[config.mk]
export PLATFORM = sky130hd
export DESIGN_NAME = alu_operand_stage
export DESIGN_NICKNAME = d
export VERILOG_FILES = /design/src/rtl/alu_operand_stage.sv
export SDC_FILE = /design/constraint.sdc
export NUM_CORES = 1
export LEC_CHECK = 0
export BUFFER_PORTS_ARGS = -buffer_cell sky130_fd_sc_hd__buf_4
export CAP_MARGIN = 25
export CORE_UTILIZATION = 40
export CTS_CLUSTER_SIZE = 12
export DETAILED_ROUTE_END_ITERATION = 12
export PLACE_DENSITY_LB_ADDON = 0.08
export SYNTH_ARGS = -nofsm -noshare
export SYNTH_HDL_FRONTEND = slang
export SYNTH_SLANG_ARGS = --single-unit
[constraint.sdc]
create_clock -name clk -period 1.55 [get_ports clk]
set_input_delay 0.3875 -clock clk [delete_from_list [all_inputs] [get_ports clk]]
set_output_delay 0.3875 -clock clk [all_outputs]
set_load 0.02 [all_outputs]
[src/rtl/alu_operand_stage.sv]
// alu_operand_stage: register file, operand resolve with bypass/forwarding, and a one-entry issue slot feeding the ALU
module alu_operand_stage #(
    parameter int DATA_W     = 4,
    parameter int REG_ADDR_W = 3,
    parameter int NUM_REGS   = 8
) (
    input  logic                  clk,
    input  logic                  reset,
    input  logic                  in_valid,
    output logic                  in_ready,
    input  logic [REG_ADDR_W-1:0] rs_addr,
    input  logic [REG_ADDR_W-1:0] rt_addr,
    input  logic [DATA_W-1:0]     imm,
    input  logic                  use_imm,
    input  logic [2:0]            alu_op_in,
    input  logic [REG_ADDR_W-1:0] rd_addr_in,
    input  logic                  wb_en,
    input  logic [REG_ADDR_W-1:0] wb_addr,
    input  logic [DATA_W-1:0]     wb_data,
    input  logic                  fwd_en,
    input  logic [REG_ADDR_W-1:0] fwd_addr,
    input  logic [DATA_W-1:0]     fwd_data,
    input  logic                  flush,
    output logic                  out_valid,
    input  logic                  out_ready,
    output logic [DATA_W-1:0]     out_a,
    output logic [DATA_W-1:0]     out_b,
    output logic [2:0]            out_alu_control,
    output logic [REG_ADDR_W-1:0] out_rd_addr
);
    logic [DATA_W-1:0] regs [NUM_REGS];
    logic [DATA_W-1:0] a_res, rt_res, b_res;
    logic              load;
    // register file; r0 is never written so it stays zero
    always_ff @(posedge clk or posedge reset) begin
        if (reset) begin
            for (int i = 0; i < NUM_REGS; i++) regs[i] <= '0;
        end else if (wb_en && wb_addr != '0) begin
            regs[wb_addr] <= wb_data;
        end
    end
    // operand resolve: r0, then EX forward, then write-back bypass, then stored value
    always_comb begin
        a_res  = (rs_addr == '0) ? '0 :
                 (fwd_en && fwd_addr == rs_addr) ? fwd_data :
                 (wb_en && wb_addr == rs_addr) ? wb_data : regs[rs_addr];
        rt_res = (rt_addr == '0) ? '0 :
                 (fwd_en && fwd_addr == rt_addr) ? fwd_data :
                 (wb_en && wb_addr == rt_addr) ? wb_data : regs[rt_addr];
        b_res  = use_imm ? imm : rt_res;
        in_ready = !out_valid || out_ready;
        load     = in_valid && in_ready && !flush;
    end
    // issue slot: flush beats load, load beats drain, otherwise hold
    always_ff @(posedge clk or posedge reset) begin
        if (reset) begin
            out_valid       <= 1'b0;
            out_a           <= '0;
            out_b           <= '0;
            out_alu_control <= '0;
            out_rd_addr     <= '0;
        end else if (flush) begin
            out_valid <= 1'b0;
        end else if (load) begin
            out_valid       <= 1'b1;
            out_a           <= a_res;
            out_b           <= b_res;
            out_alu_control <= alu_op_in;
            out_rd_addr     <= rd_addr_in;
        end else if (out_valid && out_ready) begin
            out_valid <= 1'b0;
        end
    end
endmodule

Yosys cells after proc, flatten, opt, wreduce, memory -nomap -nowiden

Index checks and enable logic that the tools add are counted.

Bits in registers: 47
Latch bits: 0
Memory bits (writable): 0
Bits in read-only memories: 0
Memories: 0

Add/subtract/negate cells: 0
Multipliers: 0
Divide/modulo/power cells: 0
Magnitude comparators: 4
Equal/unequal tests: 4
Shift operators: 0
Muxes and demuxes: 19
Bitwise operators: 4
Reduce and logical (&&, ||, !) cells: 17

Operators with widths:

| kind                                                                          | count |
|---|---|
| 4-bit 2-to-1 mux                                                              | 12 |
| 32-bit bitwise mux                                                            | 1 |
| 4-bit binary-select mux with 3-bit select                                     | 2 |
| 4-bit demux with 3-bit select                                                 | 1 |
| 3-bit == test                                                                 | 4 |
| 4-bit >= comparator (second input constant)                                   | 3 |
| 3-bit NOT with 4-bit output                                                   | 3 |
| 1-bit logical AND                                                             | 9 |
| 3-bit zero test                                                               | 2 |
| 3-bit nonzero test                                                            | 2 |
| 4-bit by 1-bit less-than comparator with 1-bit output (second input constant) | 1 |
| 1-bit 2-to-1 mux                                                              | 3 |
| 1-bit zero test                                                               | 2 |
| 2-bit AND reduction                                                           | 1 |
| 1-bit logical OR                                                              | 1 |
| 1-bit NOT                                                                     | 1 |

Longest topological paths before layout

Gate-level depths: netlist (run 1).

Depth after elaboration: 8
Depth in mapped cells: 7
Gate-level depth less buffers: 5

Least setup slack after synthesis (run 1)

OpenSTA, ideal clock, no wires.

Kind: register -> register
Start: reg out_valid
End: reg out_b[1]
Setup time: 119 ps
Arrival time: 1,534 ps
Data required time: 1,431 ps
Path slack: -102 ps
Cell stages (with the launch flop): 6
Buffers on the path: 0
Path through: dfrtp_1 > nand2b_1 > nand2_1 > a2111oi_0 > a21oi_1 > o21a_1

Word-level cells in the longest chain between the ends: 5

RTL lines:

| what                            | RTL line | text |
|---|---|---|
| from (decl)                     | 24       | `output logic out_valid,` |
| from (signal assigned)          | 57       | `out_valid <= 1'b0;` |
| from (signal assigned)          | 63       | `out_valid <= 1'b0;` |
| from (signal assigned)          | 65       | `out_valid <= 1'b1;` |
| 1-bit zero test                 | 51       | `in_ready = !out_valid \|\| out_ready;` |
| 1-bit logical OR                | 51       |  |
| net in_ready                    | 10       | `output logic in_ready,` |
| 1-bit logical AND (2 in series) | 52       | `load = in_valid && in_ready && !flush;` |
| 2-bit AND reduction (no line)   | -        |  |
| to (signal assigned)            | 67       | `out_b <= b_res;` |
| to (decl)                       | 27       | `output logic [DATA_W-1:0] out_b,` |

The timed path passes the listed nets, and every way through them passes these cells.
A chain may end at the register's enable or synchronous reset.

Worst setup path after layout (run 1)

Start: reg regs[6] in the netlist's numbering
End: reg out_b[2]

Word-level cells in the longest chain between the ends: 7

RTL lines:

| what                                                 | RTL line | text |
|---|---|---|
| from (decl)                                          | 31       | `logic [DATA_W-1:0] regs [NUM_REGS];` |
| from (signal, indexed assignment)                    | 39       | `regs[wb_addr] <= wb_data;` |
| 4-bit binary-select mux with 3-bit select            | 49       | `(wb_en && wb_addr == rt_addr) ? wb_data : regs[rt_addr];` |
| 4-bit 2-to-1 mux (implied by the code) (2 in series) | 49       |  |
| 4-bit 2-to-1 mux                                     | 49       |  |
| 4-bit 2-to-1 mux                                     | 48       | `(fwd_en && fwd_addr == rt_addr) ? fwd_data :` |
| 4-bit 2-to-1 mux                                     | 47       | `rt_res = (rt_addr == '0) ? '0 :` |
| 4-bit 2-to-1 mux                                     | 50       | `b_res = use_imm ? imm : rt_res;` |

Every way passes these cells. The select of a mux whose other input is x is not followed.

==> out/metrics.yaml, run 1 <==
hold_violations: 0
groute.usage.overall_pct: 19.6
synth_edf_count: 0
rsz0062_at_grt: "true"
dpl_cell_area_um2: 3420
grt_max_degree: 48
cp_max_fo: 3
finalSetupViolCount: 0
worstSetupPathType: "flop to flop"
cts_buffers: 5
io_buffers: 53
stdcell_area_um2: 3540
io_pins: 54
clock_latency_ns: 0.30
syn-cell-area_um2: 2800
period_share_pct: 96.7
multi_input_area_um2: 1520
grt-ovfl-total: 0
dr.pass1.iters: 4
post_drt_wl_per_cell_um: 16.4
start_util_pct: 41.3
area_delta_synth_final_pct: 26.3
rows: 30
reg2regPathDepth: 5
crit_start: "regs[6]"
ant_nets: 0
period_needed_ns: 1.50
holdWs_ns: 0.117
place_ws_ns: -0.168
grt_pass1_vias: 2101
drv_cap: 0
synth_nets: 290
rrSetupSlack_ns: 0.05
peakVddDrop_mv: 0.424
grt_antenna_before_repair: 0
crit_arrival_ns: 1.70
yosysWarnings: 0
final_common_cell: "buf_4"
hold_path.class: "input pin to asynchronous set/reset pin"
worst_setup_path_end_kind: "flop"
die_x_um: 85.7
p_per_area_nw_per_um2: 1020
drc: 0
layoutNonFillerInstCount: 414
drtIter0Drc: 55
fmax_ghz: 0.667
die-area_um2: 7350
fin_nets: 356
gp_congestion: 0.830
diodes: 0
setup_ws_ns: 0.0513
drive_gt1_share_pct: 42.1
status: "completed"
seqCellArea_um2: 1180
most-common-layout-cells: "76 x buf_4, 47 x dfrtp_1, 28 x mux2_2"
reg2reg_to: "out_b[2]"
dpl.hpwl_um: 5330
syn_area_per_cell_um2: 11.1
start_kind: "flop"
cts_tree: "built"
wl_um: 6770
cts_setup_buffers: 0
num-fill-cells: 626
cts.clk_slew.worst_paths_ns: 0.09
die_h_um: 85.7
r2r_start: "regs[6]"
num_vias: 2108
synthCells: 252
grt_pass1_wl_um: 11000
clock_sinks: 47
yosysUniqueCellTypes: 38
seq_area_frac_synth_pct: 42.0
clock-root-buffer: "clkbuf_8"
tightest_slew_ns: 0.354
synthFlopType: "dfrtp_1"
fin_skew_ns: 0.00678
leakage_nw: 1.64
htreeDepth: 2
viasPerCell: 5.09
crit_required_ns: 1.75
max_slew_margin_pct: 76.3
maxSlewViolCount: 0
dpl.cell_count: 407
coreArea_um2: 6790
clock_path_buffers: 2
ys_ff_latch: 47
synthArstFlopShare_pct: 100
-- synthesized netlist by cell type, drive strengths merged (3+ instances only) --
| master | instances | share of area (%) |
|---|---|---|
| a2111oi | 4 | 1.7 |
| a21oi | 9 | 1.6 |
| a22o | 4 | 1.2 |
| a22oi | 6 | 1.6 |
| buf | 12 | 3.9 |
| clkbuf | 7 | 0.94 |
| dfrtp | 47 | 42 |
| inv | 4 | 0.54 |
| mux2 | 28 | 11 |
| mux2i | 20 | 7.1 |
| mux4 | 6 | 5.1 |
| nand2 | 27 | 3.6 |
| nand2b | 8 | 1.8 |
| nand3 | 10 | 1.8 |
| nand4 | 5 | 1.6 |
| nand4b | 3 | 0.94 |
| nor2 | 13 | 1.7 |
| nor2b | 3 | 0.67 |
| o21ai | 4 | 0.71 |
| o22ai | 4 | 0.89 |
| xnor2 | 12 | 4.6 |
-- critical path, cell delays in order (launching register included) --
cell,delay (ns)
dfrtp_1,0.41
mux4_1,0.48
nand2b_1,0.15
nand3_1,0.08
o2111ai_1,0.13
o211a_1,0.14
-- repair_timing --
action,4_1_cts,5_1_grt
endpoints found under the setup margin,0,7
gates resized for setup,0,6
hold buffers,0,0
-- sequential cells by signal, indices dropped and copies added (netlist names) --
register,cells
out_rd_addr,3
regs,32
out_b,4
out_valid,1
out_alu_control,3
out_a,4
-- cells by family (layout without fill, tap and decap cells) --
kind of cell    after synthesis  after routing  synth area share [%]
flops                        47             47                  42.0
xor+xnor                     12             12                  4.55
simple gates                 78             78                  14.7
mux                          54             54                  23.5
buf+inv                      23             89                  5.40
compound gates               38             38                  9.91
-- per-stage QoR --
step                 TNS, ns  utilization [%]  total power, W
detailed placement     -1.06             50.4         0.00273
CTS                        0             51.9         0.00362
finish                     0             52.1         0.00359
global route        -0.00760             52.1         0.00379
floorplan           -0.00129                -         0.00231
global placement      -0.967             50.4         0.00271
-- where the power goes --
part           leakage (nW)  internal, W  switching, W
combinational          1.01     0.000600      0.000480
sequential            0.577      0.00146      0.000170
clock                0.0513     0.000473      0.000413
-- metal layers --
metal	vias up	track usage, %	share of wire, %
li1	1051	-	-
met4	0	4.70	1.1
met2	58	31.6	46
met5	-	0	0
met3	8	3.66	4.5
met1	991	27.4	48
-- worst max path at each step --
stage / endpoint / slack, ns / cells past startpoint
after CTS: out_b[0] / 0.03 / 5
final: out_b[2] / 0.05 / 5
after detailed placement: out_b[1] / -0.17 / 6
after floorplan: out_b[1] / -0.001 / 7
after global placement: out_b[1] / -0.15 / 7
after global routing: out_a[0] / -0.004 / 5
-- area by class of cell --
type / count / area share [%]
Multi-Input combinational cell: 182 / 42.8
Timing Repair Buffer: 78 / 17.2
Inverter: 4 / 0.424
Sequential cell: 47 / 33.2
Tap cell: 96 / 3.39
Clock buffer: 6 / 2.05
Clock inverter: 1 / 0.848
No activity file was read; power rests on OpenSTA's default activity.
==> run 2: changes to the inputs <==
Settings changed: RECOVER_POWER set to 25.
==> run 2 against run 1 <==
Against the previous run:
- global-route usage did not move
- maximum frequency hardly changed
- core utilization down 0.22 points
- first-iteration DRC count increased by 9.1%
- sequential cell count unchanged
- worst hold slack improved by 0.11 ns
- sequential share of layout area rose by 0.14 points
- power is 0.22% lower
- cell area shrank 0.42%
- setup slack is essentially flat
- die area unchanged
- non-clock buffer count unchanged
- critical path type unchanged
- largest power group unchanged
==> out/metrics.yaml, run 2 (synthesis gave the netlist of run 1 again) <==
setup_ws_ns: 0.0509
pwr-share-clk_pct: 24.7
clock_path_buffers: 2
rrSetupSlack_ns: 0.05
start_util_pct: 41.3
hold_path.class: "input pin to flop"
cts.clk_slew.worst_paths_ns: 0.09
peakVddDrop_mv: 0.424
die_x_um: 85.7
fin_skew_ns: 0.00687
gp_congestion: 0.830
fin_nets: 356
grt_antenna_before_repair: 0
drtIter0Drc: 60
drive_gt1_share_pct: 41.8
cts_tree: "built"
rsz0062_at_grt: "true"
dpl.hpwl_um: 5330
holdPathStages: 2
crit_arrival_ns: 1.70
p_sw_share_pct: 29.6
grt_use_met1_pct: 27.4
crit_required_ns: 1.75
reg2reg_to: "out_b[2]"
drc: 0
leakage_nw: 1.64
maxSlewViolCount: 0
stdcell_area_um2: 3530
groute.usage.overall_pct: 19.6
r2r_start: "regs[6]"
worstSetupPathType: "flop to flop"
htreeDepth: 2
worst_setup_path_end_kind: "flop"
final_common_cell: "buf_4"
dr.pass1.iters: 4
crit_buf_inv: 0
p_int_w: 0.00253
critPathTopFamily: "multiplexers"
start_kind: "flop"
hold_violations: 0
finalSetupViolCount: 0
worstPathCellList: "mux4_1 -> nand2b_1 -> nand3_1 -> o2111ai_1 -> o211a_1"
place_ws_ns: -0.168
sequentialPowerShare_pct: 45.4
grt_pass1_vias: 2101
critical_path.slowest_cell: "mux4_1"
min_to: "out_valid"
reg2regPathDepth: 5
cts_buffers: 5
grt_max_degree: 48
io_buffers: 53
most-common-layout-cells: "75 x buf_4, 47 x dfrtp_1, 28 x mux2_2"
area_delta_synth_final_pct: 25.8
grt.met3_usage_pct: 3.66
wl_um: 6770
worstHoldStart: "flush"
clock_latency_ns: 0.30
clock_sinks: 47
num_vias: 2107
die-area_um2: 7350
post_drt_wl_per_cell_um: 16.3
diodes: 0
max_slew_margin_pct: 21.9
p_comb_share_pct: 29.9
reg.largest.list: "regs x32, out_a x4, out_b x4"
cp_max_fo: 3
period_needed_ns: 1.50
max_stage_delay_ns: 0.48
final_core_utilization_pct: 51.9
period_share_pct: 96.7
p_per_area_nw_per_um2: 1020
grt-ovfl-total: 0
fmax_ghz: 0.667
drv_cap: 0
rows: 30
grt_pass1_wl_um: 11000
use_met2_pct: 31.6
netSwitchingPower_w: 0.00106
viasPerCell: 5.09
largest_register_ffs: 32
tightest_slew_ns: 1.17
status: "completed"
ant_nets: 0
busiest_layer: "met2"
coreArea_um2: 6790
clock-root-buffer: "clkbuf_8"
num-fill-cells: 628
regMostFlops: "regs"
die_h_um: 85.7
dpl_cell_area_um2: 3420
io_pins: 54
run 2: worst max-delay path by stage:
stage                    start       end  slack, ns  depth (start not counted)
floorplan           rt_addr[1]  out_b[1]     -0.001                          7
global placement    rt_addr[1]  out_b[1]      -0.15                          7
detailed placement  wb_addr[2]  out_b[1]      -0.17                          6
CTS                    regs[8]  out_b[0]       0.03                          5
global route           regs[0]  out_a[0]     -0.004                          5
finish                 regs[6]  out_b[2]       0.05                          5
run 2: final cells by class:
| type | count | area [um^2] | share of cell area [%] |
|---|---|---|---|
| Clock buffer | 6 | 72.6 | 2.06 |
| Clock inverter | 1 | 30.0 | 0.852 |
| Inverter | 4 | 15.0 | 0.426 |
| Multi-Input combinational cell | 182 | 1520 | 43.0 |
| Sequential cell | 47 | 1180 | 33.4 |
| Tap cell | 96 | 120 | 3.41 |
| Timing Repair Buffer | 78 | 596 | 16.9 |
run 2: per-layer routing:
layer / up-vias / routed length [um]
li1: 1051 / -
met1: 990 / 3240
met2: 58 / 3140
met3: 8 / 307
met4: 0 / 76
met5: - / 0
run 2: power groups by stage:
stage | registers (W) | logic, W | clock network, W
after floorplan | 0.00168 | 0.000632 | 0
after global placement | 0.00164 | 0.00106 | 0
after detailed placement | 0.00165 | 0.00108 | 0
after CTS | 0.00162 | 0.00108 | 0.000913
after global routing | 0.00166 | 0.00116 | 0.000963
final | 0.00163 | 0.00107 | 0.000885
run 2: timing repair:
action | CTS | global route
buffers inserted | 0 | 0
endpoints found under the setup margin | 0 | 7
gates resized for setup | 0 | 6
hold buffers | 0 | 0
run 2: through the flow:
step | hold slack [ns] | instances | TNS [ns] | power, W
final | 0.229 | 414 | 0 | 0.00359
after global routing | 0.220 | 414 | -0.00760 | 0.00378
after CTS | 0.120 | 414 | 0 | 0.00362
after detailed placement | 0.389 | 407 | -1.06 | 0.00273
after global placement | 0.393 | 407 | -0.967 | 0.00271
after floorplan | 0.449 | 252 | -0.00129 | 0.00231
==> run 3: changes to the inputs <==
--- a/config.mk
+++ b/config.mk
@@ -9,3 +9,5 @@
 export CAP_MARGIN = 25
-export CORE_UTILIZATION = 40
+export CELL_PAD_IN_SITES_DETAIL_PLACEMENT = 1
+export CELL_PAD_IN_SITES_GLOBAL_PLACEMENT = 1
+export CORE_UTILIZATION = 39
 export CTS_CLUSTER_SIZE = 12
==> constraint.sdc (replaced) <==
create_clock -name clk -period 1.55 [get_ports clk]
set_input_delay 0.155 -clock clk [delete_from_list [all_inputs] [get_ports clk]]
set_output_delay 0.155 -clock clk [all_outputs]
set_load 0.02 [all_outputs]
==> run 3 against run 2 <==
Against the previous run:
- register-to-register slack lost 0.02 ns
- clock skew is 0.0055 ns higher
- setup slack lost 0.016 ns
- wire length up 13%
- first-iteration DRC count up 20%
- maximum frequency down 1.0%
- sequential power about the same
- non-clock buffer count is 8 lower
- die area is 2.5% higher
- largest power group unchanged
- highest routed layer unchanged
==> out/metrics.yaml, run 3 (synthesis gave the netlist of run 1 again) <==
peakVddDrop_mv: 0.555
hold_violations: 0
grt_pass1_vias: 2329
stdcell_area_um2: 3500
hold_path.class: "input pin to flop"
drtIter0Drc: 72
clock_latency_ns: 0.31
cts_buffers: 5
p_total_w: 0.00366
groute.usage.overall_pct: 22.0
period_needed_ns: 1.51
p_comb_share_pct: 30.5
start_kind: "flop"
io_pins: 54
grt_antenna_before_repair: 0
drive_gt1_share_pct: 41.9
sequentialPowerShare_pct: 44.5
drc: 0
most-common-layout-cells: "65 x buf_4, 47 x dfrtp_1, 28 x mux2_2"
p_int_w: 0.00253
viasPerCell: 5.40
coreArea_um2: 6870
crit_required_ns: 1.75
setup_ws_ns: 0.0352
dr.pass1.iters: 4
area_delta_synth_final_pct: 25.0
place_ws_ns: -0.0382
fmax_ghz: 0.660
crit_path_frequent_cell: "nand3_2"
rows: 30
cts_tree: "built"
post_drt_wl_per_cell_um: 18.9
dpl_cell_area_um2: 3280
max_slew_margin_pct: 43.1
final_common_cell: "buf_4"
num_vias: 2192
clock_path_buffers: 2
dpl.hpwl_um: 5700
wl_um: 7670
gp_congestion: 0.778
pwr-share-clk_pct: 25.1
finalSetupViolCount: 0
netSwitchingPower_w: 0.00113
crit_arrival_ns: 1.72
grt_pass1_wl_um: 12500
cp_max_fo: 3
clock_sinks: 47
worstSetupPathType: "flop to flop"
status: "completed"
die_h_um: 86.8
tightest_slew_ns: 0.853
io_buffers: 53
ant_nets: 0
maxSlewViolCount: 0
p_per_area_nw_per_um2: 1050
largest_register_ffs: 32
fin_nets: 348
clock-root-buffer: "clkbuf_8"
worstPathCellList: "mux4_2 -> nand2b_1 -> nand3_2 -> nand3_2 -> a22o_1"
reg.largest.list: "regs x32, out_a x4, out_b x4"
grt-ovfl-total: 0
worst_setup_path_end_kind: "flop"
regMostFlops: "regs"
p_sw_share_pct: 30.9
drv_cap: 0
die_x_um: 86.8
htreeDepth: 2
die-area_um2: 7530
max_stage_delay_ns: 0.48
rsz0062_at_grt: "true"
num-fill-cells: 779
period_share_pct: 97.7
diodes: 0
cts.clk_slew.worst_paths_ns: 0.10
fin_skew_ns: 0.0123
start_util_pct: 40.8
leakage_nw: 1.61
grt_max_degree: 30
critical_path.slowest_cell: "mux4_2"
-- run 3: cell count changes in the layout (fill, tap and decap cells not counted), sizes merged --
cell and change:
buf -10, dlygate4sd3 +2, clkbuf -1, clkinvlp +1
-- run 3: final timing paths --
path                                from        endpoint  slack [ns]  cells after the start
max                              regs[1]        out_a[1]        0.04                      5
min                        rd_addr_in[2]  out_rd_addr[2]        0.03                      3
max reg2reg                      regs[1]        out_a[1]        0.04                      5
min reg2reg                     regs[29]        regs[29]        0.41                      0
max in group asynchronous          reset        regs[21]        0.32                      4
min in group asynchronous          reset       out_valid        0.57                      3
-- run 3: layout make-up --
cell class              instances  area, um^2  share of cell area [%]
clock buffers                   5        68.8                    1.96
clock inverters                 2        37.5                    1.07
inverters                       4        15.0                   0.428
multi-input cells             182        1550                    44.2
flip-flops and latches         47        1180                    33.6
well taps                      96         120                    3.43
repair buffers                 70         539                    15.4
-- run 3: worst max-delay path, delay by kind of cell (launching register included) --
| family | cells | cell delay (ns) |
|---|---|---|
| mux | 1 | 0.48 |
| flops | 1 | 0.40 |
| simple gates | 3 | 0.34 |
| compound gates | 1 | 0.20 |
-- run 3: what timing repair did --
item,4_1_cts,5_1_grt
setup endpoints to repair,1,8
pin swaps,0,2
hold endpoints to repair,19,0
gates resized for setup,2,14
hold buffers,2,0
setup buffers,2,2
-- run 3: metal layers --
layer	wire length (um)	share of wire (%)	track usage, %	vias to the layer above
met4	77	1.0	5.30	0
met2	3710	48	36.7	55
met5	0	0	0	-
met3	258	3.4	3.81	9
li1	-	-	-	1031
met1	3620	47	29.6	1097
-- run 3: per-stage QoR --
| step | cells | hold WS (ns) | TNS (ns) | util [%] |
|---|---|---|---|---|
| after floorplan | 252 | 0.218 | 0 | - |
| after detailed placement | 393 | 0.204 | -0.0382 | 47.8 |
| after global routing | 406 | 0.0420 | -0.0589 | 51.0 |
| after global placement | 393 | 0.195 | 0 | 47.8 |
| after CTS | 404 | 0.0306 | 0 | 50.0 |
| final | 406 | 0.0286 | 0 | 51.0 |
-- run 3: power by group through the flow --
stage | clock, W | sequential [W] | combinational [W]
3_3_place_gp | 0 | 0.00164 | 0.00101
2_1_floorplan | 0 | 0.00168 | 0.000610
3_5_place_dp | 0 | 0.00166 | 0.00104
6_report | 0.000918 | 0.00163 | 0.00112
4_1_cts | 0.000926 | 0.00163 | 0.00108
5_1_grt | 0.000963 | 0.00166 | 0.00121
